==> config.mk <==
export PLATFORM = sky130hd
export DESIGN_NAME = scene_sequencer_flat
export DESIGN_NICKNAME = d
export VERILOG_FILES = /design/src/rtl/screen_pkg.sv /design/src/rtl/scene_sequencer_if.sv /design/src/rtl/scene_sequencer_frame_tick_gen.sv /design/src/rtl/scene_sequencer.sv /design/src/flat_wrapper.sv
export SDC_FILE = /design/constraint.sdc
export NUM_CORES = 1
export LEC_CHECK = 0
export BUFFER_PORTS_ARGS = -buffer_cell sky130_fd_sc_hd__buf_2
export CORE_ASPECT_RATIO = 1.75
export CORE_MARGIN = 3
export CORE_UTILIZATION = 43
export DETAILED_ROUTE_END_ITERATION = 10
export GPL_TIMING_DRIVEN = 0
export PLACE_DENSITY = 0.77
export RECOVER_POWER = 25
export SLEW_MARGIN = 5
export SYNTH_ARGS = -nofsm -noshare
export SYNTH_HDL_FRONTEND = slang
export SYNTH_SLANG_ARGS = --single-unit
==> constraint.sdc <==
create_clock -name clk -period 2.7 [get_ports clk]
set_input_delay 0.27 -clock clk [delete_from_list [all_inputs] [get_ports clk]]
set_output_delay 0.27 -clock clk [all_outputs]
set_load 0.05 [all_outputs]
==> src/rtl/screen_pkg.sv <==
// Shared screen-manager types, defaults and the constant scene table.
// The scene sequencer's optional beat advance is enabled by SCENE_BEAT_ADVANCE_EN.
package screen_pkg;

  localparam int DEF_NUM_SCENES = 8;
  localparam int DEF_LAYERS = 64;
  localparam int DEF_DUR_W = 8;
  localparam int DEF_IDX_W = $clog2(DEF_NUM_SCENES);
  localparam logic [10:0] DEF_BEAT_THRESH = 11'd512;
  localparam int DEF_BEAT_FRAMES = 3;

  typedef struct packed {
    logic [DEF_LAYERS-1:0] mask;
    logic                  motion;
    logic [DEF_DUR_W-1:0]  dur;
  } scene_t;

  localparam scene_t SCENE_TABLE [DEF_NUM_SCENES] = '{
    '{64'h0000_0000_0000_000F, 1'b0, 8'd4},
    '{64'h0000_0000_0000_00F0, 1'b1, 8'd0},
    '{64'h0000_0000_0000_0F00, 1'b0, 8'd2},
    '{64'h0000_0000_0000_F000, 1'b1, 8'd3},
    '{64'h0000_0000_000F_0000, 1'b0, 8'd1},
    '{64'h0000_0000_00F0_0000, 1'b1, 8'd3},
    '{64'h0000_0000_0F00_0000, 1'b0, 8'd10},
    '{64'hFFFF_FFFF_FFFF_FFFF, 1'b1, 8'd2}
  };

  // A zero duration still shows the scene for one frame.
  function automatic logic [DEF_DUR_W-1:0] dur_eff(
    input logic [DEF_DUR_W-1:0] d
  );
    return (d == '0) ? DEF_DUR_W'(1) : d;
  endfunction

endpackage

==> src/rtl/scene_sequencer_if.sv <==
// Control and output bundle of the scene sequencer.
// Master drives timing/control, slave is the sequencer.
interface scene_sequencer_if;
  import screen_pkg::*;

  logic [9:0]            iVGA_X;
  logic [8:0]            iVGA_Y;
  logic                  iRun;
  logic                  iHold;
  logic                  iSkip;
  logic [DEF_LAYERS-1:0] iManualMask;
  logic [10:0]           iPower;
  logic [DEF_LAYERS-1:0] oLayerEn;
  logic                  oMotionEn;
  logic [DEF_IDX_W-1:0]  oSceneIdx;
  logic                  oFrameTick;

  modport master (
    output iVGA_X, iVGA_Y,
    output iRun, iHold, iSkip,
    output iManualMask, iPower,
    input  oLayerEn, oMotionEn,
    input  oSceneIdx, oFrameTick
  );

  modport slave (
    input  iVGA_X, iVGA_Y,
    input  iRun, iHold, iSkip,
    input  iManualMask, iPower,
    output oLayerEn, oMotionEn,
    output oSceneIdx, oFrameTick
  );

endinterface

==> src/rtl/scene_sequencer_frame_tick_gen.sv <==
// Frame origin detector: registers the origin flag and edge-detects it.
// rise is the early strobe, tick the registered one-cycle pulse.
module frame_tick_gen (
  input  logic       clk,
  input  logic       reset,
  input  logic [9:0] x,
  input  logic [8:0] y,
  output logic       rise,
  output logic       tick
);

  logic org_q;
  logic org_d;

  always_ff @(posedge clk) begin
    if (reset) begin
      org_q <= 1'b0;
      org_d <= 1'b0;
      tick  <= 1'b0;
    end else begin
      org_q <= (x == '0) && (y == '0);
      org_d <= org_q;
      tick  <= rise;
    end
  end

  assign rise = org_q & ~org_d;

endmodule

==> src/rtl/scene_sequencer.sv <==
// Frame-synchronous scene sequencer for the 64-layer compositor.
// Beat-driven advance is built only with SCENE_BEAT_ADVANCE_EN defined.
module scene_sequencer
  import screen_pkg::*;
#(
  parameter int          NUM_SCENES  = DEF_NUM_SCENES,
  parameter int          LAYERS      = DEF_LAYERS,
  parameter int          DUR_W       = DEF_DUR_W,
  parameter logic [10:0] BEAT_THRESH = DEF_BEAT_THRESH,
  parameter int          BEAT_FRAMES = DEF_BEAT_FRAMES
) (
  input logic              clk,
  input logic              reset,
  scene_sequencer_if.slave bus
);

  localparam int IDX_W = $clog2(NUM_SCENES);

  typedef enum logic {
    IDLE,
    HOLD
  } state_t;

  state_t            state, state_n;
  logic [IDX_W-1:0]  idx, idx_n, idx_inc;
  logic [DUR_W-1:0]  cnt, cnt_n, cnt_sat;
  logic [DUR_W-1:0]  dur_q, dur_n;
  logic [DUR_W:0]    cnt_p1;
  logic [LAYERS-1:0] mask, mask_n;
  logic              motion, motion_n;
  logic              skip_pend, skip_n;
  logic              rise, tick;
  logic              expire, beat, adv;
  scene_t            nxt;

  frame_tick_gen u_tick (
    .clk   (clk),
    .reset (reset),
    .x     (bus.iVGA_X),
    .y     (bus.iVGA_Y),
    .rise  (rise),
    .tick  (tick)
  );

`ifdef SCENE_BEAT_ADVANCE_EN
  localparam int BW = $clog2(BEAT_FRAMES + 1);

  logic [BW-1:0] bcnt, bcnt_n, bcnt_p1;
  logic          pwr_hi;

  always_ff @(posedge clk) begin
    if (reset) bcnt <= '0;
    else       bcnt <= bcnt_n;
  end

  // Beats only count on HOLD ticks; a fresh scene ignores them for two frames.
  always_comb begin
    bcnt_n  = bcnt;
    beat    = 1'b0;
    pwr_hi  = bus.iPower >= BEAT_THRESH;
    bcnt_p1 = bcnt + 1'b1;
    if (rise && bus.iRun && state == HOLD) begin
      if (!pwr_hi) begin
        bcnt_n = '0;
      end else if (bcnt_p1 >= BW'(BEAT_FRAMES)) begin
        bcnt_n = '0;
        beat   = cnt >= DUR_W'(2);
      end else begin
        bcnt_n = bcnt_p1;
      end
    end else if (rise) begin
      bcnt_n = '0;
    end
  end
`else
  assign beat = 1'b0;
`endif

  always_ff @(posedge clk) begin
    if (reset) begin
      state     <= IDLE;
      idx       <= '0;
      cnt       <= '0;
      dur_q     <= '0;
      mask      <= '0;
      motion    <= 1'b0;
      skip_pend <= 1'b0;
    end else begin
      state     <= state_n;
      idx       <= idx_n;
      cnt       <= cnt_n;
      dur_q     <= dur_n;
      mask      <= mask_n;
      motion    <= motion_n;
      skip_pend <= skip_n;
    end
  end

  always_comb begin
    state_n  = state;
    idx_n    = idx;
    cnt_n    = cnt;
    dur_n    = dur_q;
    mask_n   = mask;
    motion_n = motion;
    skip_n   = skip_pend | bus.iSkip;
    adv      = 1'b0;
    idx_inc  = (idx == IDX_W'(NUM_SCENES - 1)) ? '0 : idx + 1'b1;
    cnt_p1   = {1'b0, cnt} + (DUR_W + 1)'(1);
    cnt_sat  = (&cnt) ? cnt : cnt + 1'b1;
    expire   = cnt_p1 >= {1'b0, dur_eff(dur_q)};
    nxt      = SCENE_TABLE[idx_inc];
    if (rise) begin
      // A skip arriving on the tick itself is kept for the next tick.
      skip_n = bus.iSkip;
      unique case (1'b1)
        !bus.iRun: begin
          state_n  = IDLE;
          mask_n   = bus.iManualMask;
          motion_n = 1'b0;
        end
        bus.iRun && state == IDLE: begin
          state_n  = HOLD;
          idx_n    = '0;
          mask_n   = SCENE_TABLE[0].mask;
          motion_n = SCENE_TABLE[0].motion;
          dur_n    = SCENE_TABLE[0].dur;
          cnt_n    = '0;
        end
        bus.iRun && state == HOLD: begin
          adv = skip_pend | (expire & ~bus.iHold) | beat;
          if (adv) begin
            idx_n    = idx_inc;
            mask_n   = nxt.mask;
            motion_n = nxt.motion;
            dur_n    = nxt.dur;
            cnt_n    = '0;
          end else if (!bus.iHold) begin
            cnt_n = cnt_sat;
          end
        end
        default: ;
      endcase
    end
  end

  assign bus.oLayerEn   = mask;
  assign bus.oMotionEn  = motion;
  assign bus.oSceneIdx  = idx;
  assign bus.oFrameTick = tick;

endmodule
==> src/flat_wrapper.sv <==
// flat-port wrapper written by rule: the top's interface ports become plain ports
module scene_sequencer_flat import screen_pkg::*;
#(
  parameter int          NUM_SCENES  = DEF_NUM_SCENES,
  parameter int          LAYERS      = DEF_LAYERS,
  parameter int          DUR_W       = DEF_DUR_W,
  parameter logic [10:0] BEAT_THRESH = DEF_BEAT_THRESH,
  parameter int          BEAT_FRAMES = DEF_BEAT_FRAMES
)
  (clk, reset, bus_iVGA_X, bus_iVGA_Y, bus_iRun, bus_iHold, bus_iSkip, bus_iManualMask, bus_iPower, bus_oLayerEn, bus_oMotionEn, bus_oSceneIdx, bus_oFrameTick);
  scene_sequencer_if bus_i ();
  input logic clk;
  input logic reset;
  input wire logic [$bits(bus_i.iVGA_X)-1:0] bus_iVGA_X;
  input wire logic [$bits(bus_i.iVGA_Y)-1:0] bus_iVGA_Y;
  input wire logic [$bits(bus_i.iRun)-1:0] bus_iRun;
  input wire logic [$bits(bus_i.iHold)-1:0] bus_iHold;
  input wire logic [$bits(bus_i.iSkip)-1:0] bus_iSkip;
  input wire logic [$bits(bus_i.iManualMask)-1:0] bus_iManualMask;
  input wire logic [$bits(bus_i.iPower)-1:0] bus_iPower;
  output wire logic [$bits(bus_i.oLayerEn)-1:0] bus_oLayerEn;
  output wire logic [$bits(bus_i.oMotionEn)-1:0] bus_oMotionEn;
  output wire logic [$bits(bus_i.oSceneIdx)-1:0] bus_oSceneIdx;
  output wire logic [$bits(bus_i.oFrameTick)-1:0] bus_oFrameTick;
  assign bus_i.iVGA_X = bus_iVGA_X;
  assign bus_i.iVGA_Y = bus_iVGA_Y;
  assign bus_i.iRun = bus_iRun;
  assign bus_i.iHold = bus_iHold;
  assign bus_i.iSkip = bus_iSkip;
  assign bus_i.iManualMask = bus_iManualMask;
  assign bus_i.iPower = bus_iPower;
  assign bus_oLayerEn = bus_i.oLayerEn;
  assign bus_oMotionEn = bus_i.oMotionEn;
  assign bus_oSceneIdx = bus_i.oSceneIdx;
  assign bus_oFrameTick = bus_i.oFrameTick;
  scene_sequencer #(.NUM_SCENES(NUM_SCENES), .LAYERS(LAYERS), .DUR_W(DUR_W), .BEAT_THRESH(BEAT_THRESH), .BEAT_FRAMES(BEAT_FRAMES)) u_core (.clk(clk), .reset(reset), .bus(bus_i));
endmodule
==> flow_summary.toml <==
[yosys]
synth_seq_cells = 85
netlist_area_mm2 = 0.00391
synth_warnings = 0
syn_avg_cell_area_um2 = 8.86
synth_cells = 441
ys_seq_area_frac = 0.435
synth_flop_cell = "dfxtp_1"
ys_async_sr_fraction = 0
synth_edf_count = 0
synth_fp_nets = 551
ys_types = 36

[setup_path]
crit_slowest_cell = "a21oi_2"
end_kind = "flip-flop"
worstPathMaxFanout = 7
worst-setup-path-type = "reg -> reg"
cpLargestDelayFamily = "compound AO/OA/AOI/OAI gates"
worstPathRequired_ns = 2.90
cp-startpoint = "u_core.cnt[0]$_SDFFE_PP0P_"
cp_num_buf_inv = 2
r2r-start = "u_core.cnt[0]$_SDFFE_PP0P_"
crit_arrival_ns = 2.81
cp_cell_sequence = "ha_4 -> xor2_2 -> ha_1 -> a21oi_1 -> o21ai_1 -> a21oi_2 -> a31oi_4 -> buf_8 -> buf_4 -> nor2_1 -> a211oi_1"
cp-start-kind = "flip-flop"
critPathMaxStageDelay_ns = 0.47

[layout]
layout_common_cells = "buf_2, dfxtp_1, nor2_1"
final_nets = 722
final_area_mm2 = 0.00521
areaGrowthSynthToFinish_pct = 33.2
fillers = 841
drive_above_1_share = 0.336
instances_no_fill = 733
n_antenna_cell = 0
final_common_cell = "buf_2"

[power]
seq_power_share = 0.483
netSwitchingFraction = 0.223
p_per_area_mw_per_mm2 = 499
comb_power_share = 0.064
vdd_drop_max_mv = 0.331
internal_power_w = 0.00202
clkPwrFrac = 0.452
leakagePower_nw = 1.99
p_switching_w = 0.000580

[clock_tree]
cts_tree = "yes"
clk_latency_ns = 0.34
h-tree-depth = 3
cts_buffers = 9
cts_root_buf = "clkbuf_16"
clockBufferDepth = 2
clock_sink_count = 85
path_clk_slew_ns = 0.06
hold_buffers = 0

[drt]
drt_iter0_markers = 280
wirelength_um = 11600
dr.pass1.iters = 4
via_per_inst = 5.29
wl_per_cell_um = 15.8
ant_nets = 0
drcViolationCount = 0
num_vias = 3876

[die]
fp.coreArea_mm2 = 0.00878
start_util = 0.445
num_io_pins = 168
num_rows = 45
die-area_mm2 = 0.0103
die_h_um = 132
die_w_um = 78.1

[place]
dpl.hpwl_um = 8540
placed_cell_area_mm2 = 0.00483
place_congestion = 0.851
io_buffers = 155
pre_cts_ws_ns = -0.302
place_inst = 713

[sta]
whs_ns = 0.155
fin_setup_tns_ns = 0
finClkSkew_ns = 0.00670
setup_viol = 0
fin_crit_sh = 0.970
slew_headroom = 0.541
min_period_ns = 2.62
setup_ws_ns = 0.0810
hold_viol_final = 0
max_freq_mhz = 382
worstMarginPinSlew_ns = 0.689
maxSlewViolCount = 0

[run]
maxCapViolations = 0

[grt]
grt_pass1_wl_um = 18000
grt_overflow = 0
first_global_vias = 3728
antenna_found_initial = 0
grt_use_total = 0.216
grt_max_degree = 14

[status]
status = "complete, no violations"

[min_path]
hp-start = "bus_iSkip"
hold_path_class = "in -> reg"
==> through the flow <==
step           power, W   util
6_report        0.00260  0.593
5_1_grt         0.00268  0.593
4_1_cts         0.00262  0.587
3_5_place_dp    0.00144  0.550
3_3_place_gp    0.00144  0.550
2_1_floorplan   0.00136      -
==> power groups by stage <==
stage	clock, W	combinational (W)	sequential (W)
detailed placement	0	0.000160	0.00128
CTS	0.00120	0.000164	0.00126
finish	0.00118	0.000167	0.00126
global placement	0	0.000156	0.00128
global route	0.00124	0.000183	0.00126
floorplan	0	0.0000749	0.00128
==> state kept, by name, summed over array words and instances, names as in the netlist <==
| name | flops |
|---|---|
| u_core.bus.oLayerEn | 64 |
| u_core.cnt | 8 |
| u_core.dur_q | 4 |
| u_core.bus.oSceneIdx | 3 |
| u_core.bus.oMotionEn | 1 |
| u_core.skip_pend | 1 |
| u_core.state | 1 |
| u_core.u_tick.org_d | 1 |
| u_core.u_tick.org_q | 1 |
| u_core.u_tick.tick | 1 |
==> layer usage <==
| layer | GRT usage | part of all wire | vias to the layer above |
|---|---|---|---|
| li1 | - | - | 1918 |
| met1 | 0.241 | 0.38 | 1802 |
| met2 | 0.395 | 0.53 | 138 |
| met3 | 0.0445 | 0.063 | 18 |
| met4 | 0.0827 | 0.020 | 0 |
| met5 | 0 | 0 | - |
==> final timing paths <==
check,endpoint,slack (ns),depth (start not counted)
max reg2reg,u_core.bus.oLayerEn[36]$_SDFFE_PP0P_,0.08,11
min,u_core.skip_pend$_SDFF_PP0_,0.15,3
min reg2reg,u_core.dur_q[3]$_SDFFE_PP0P_,0.47,2
max,u_core.bus.oLayerEn[36]$_SDFFE_PP0P_,0.08,11
==> cells in the mapped netlist (5+ instances only) <==
cell      count  area share
nand2_1      21       0.020
nor2_1       79       0.076
nor2b_1       5      0.0080
nor4_1        5      0.0080
dfxtp_1      85        0.44
a21oi_1      75       0.096
nand2b_1     10       0.016
clkbuf_1     29       0.028
o21ai_0       5      0.0064
a211oi_2     40        0.13
ha_1         11       0.035
and2_1        5      0.0080
a211oi_1     24       0.046
nand3_1      10       0.013
inv_1         6      0.0058
==> worst min-delay path, cell delays in order <==
cell	delay [ns]
buf_2	0.08
a21oi_1	0.03
nor2_1	0.07
==> cell type report <==
cell class | count | area (µm²) | share of cell area
inverter | 6 | 22.5 | 0.00432
multi-input combinational | 316 | 2090 | 0.402
sequential | 85 | 1700 | 0.327
clock inverter | 3 | 20.0 | 0.00384
tap | 117 | 146 | 0.0281
timing repair buffer | 159 | 762 | 0.146
clock buffer | 12 | 267 | 0.0512
buffer | 35 | 191 | 0.0368
==> cell families (layout without fill, tap and decap cells) <==
group,Yosys count,in the layout,share of synthesized area
adder cells (fa/ha/maj),11,11,0.0352
flip-flops,85,85,0.435
multiplexers,3,3,0.00768
AND/OR/NAND/NOR,143,143,0.163
XOR/XNOR,3,3,0.00672
AO/OA/AOI/OAI,155,156,0.305
buffers and inverters,41,215,0.0474
==> what timing repair did <==
item / CTS / global route
cloned: 0 / 1
hold endpoints to repair: 0 / 0
setup buffers: 2 / 2
resized for setup: 8 / 35
pin swaps: 3 / 3
endpoints found under the setup margin: 70 / 73
(Power assumes the default switching activity.)
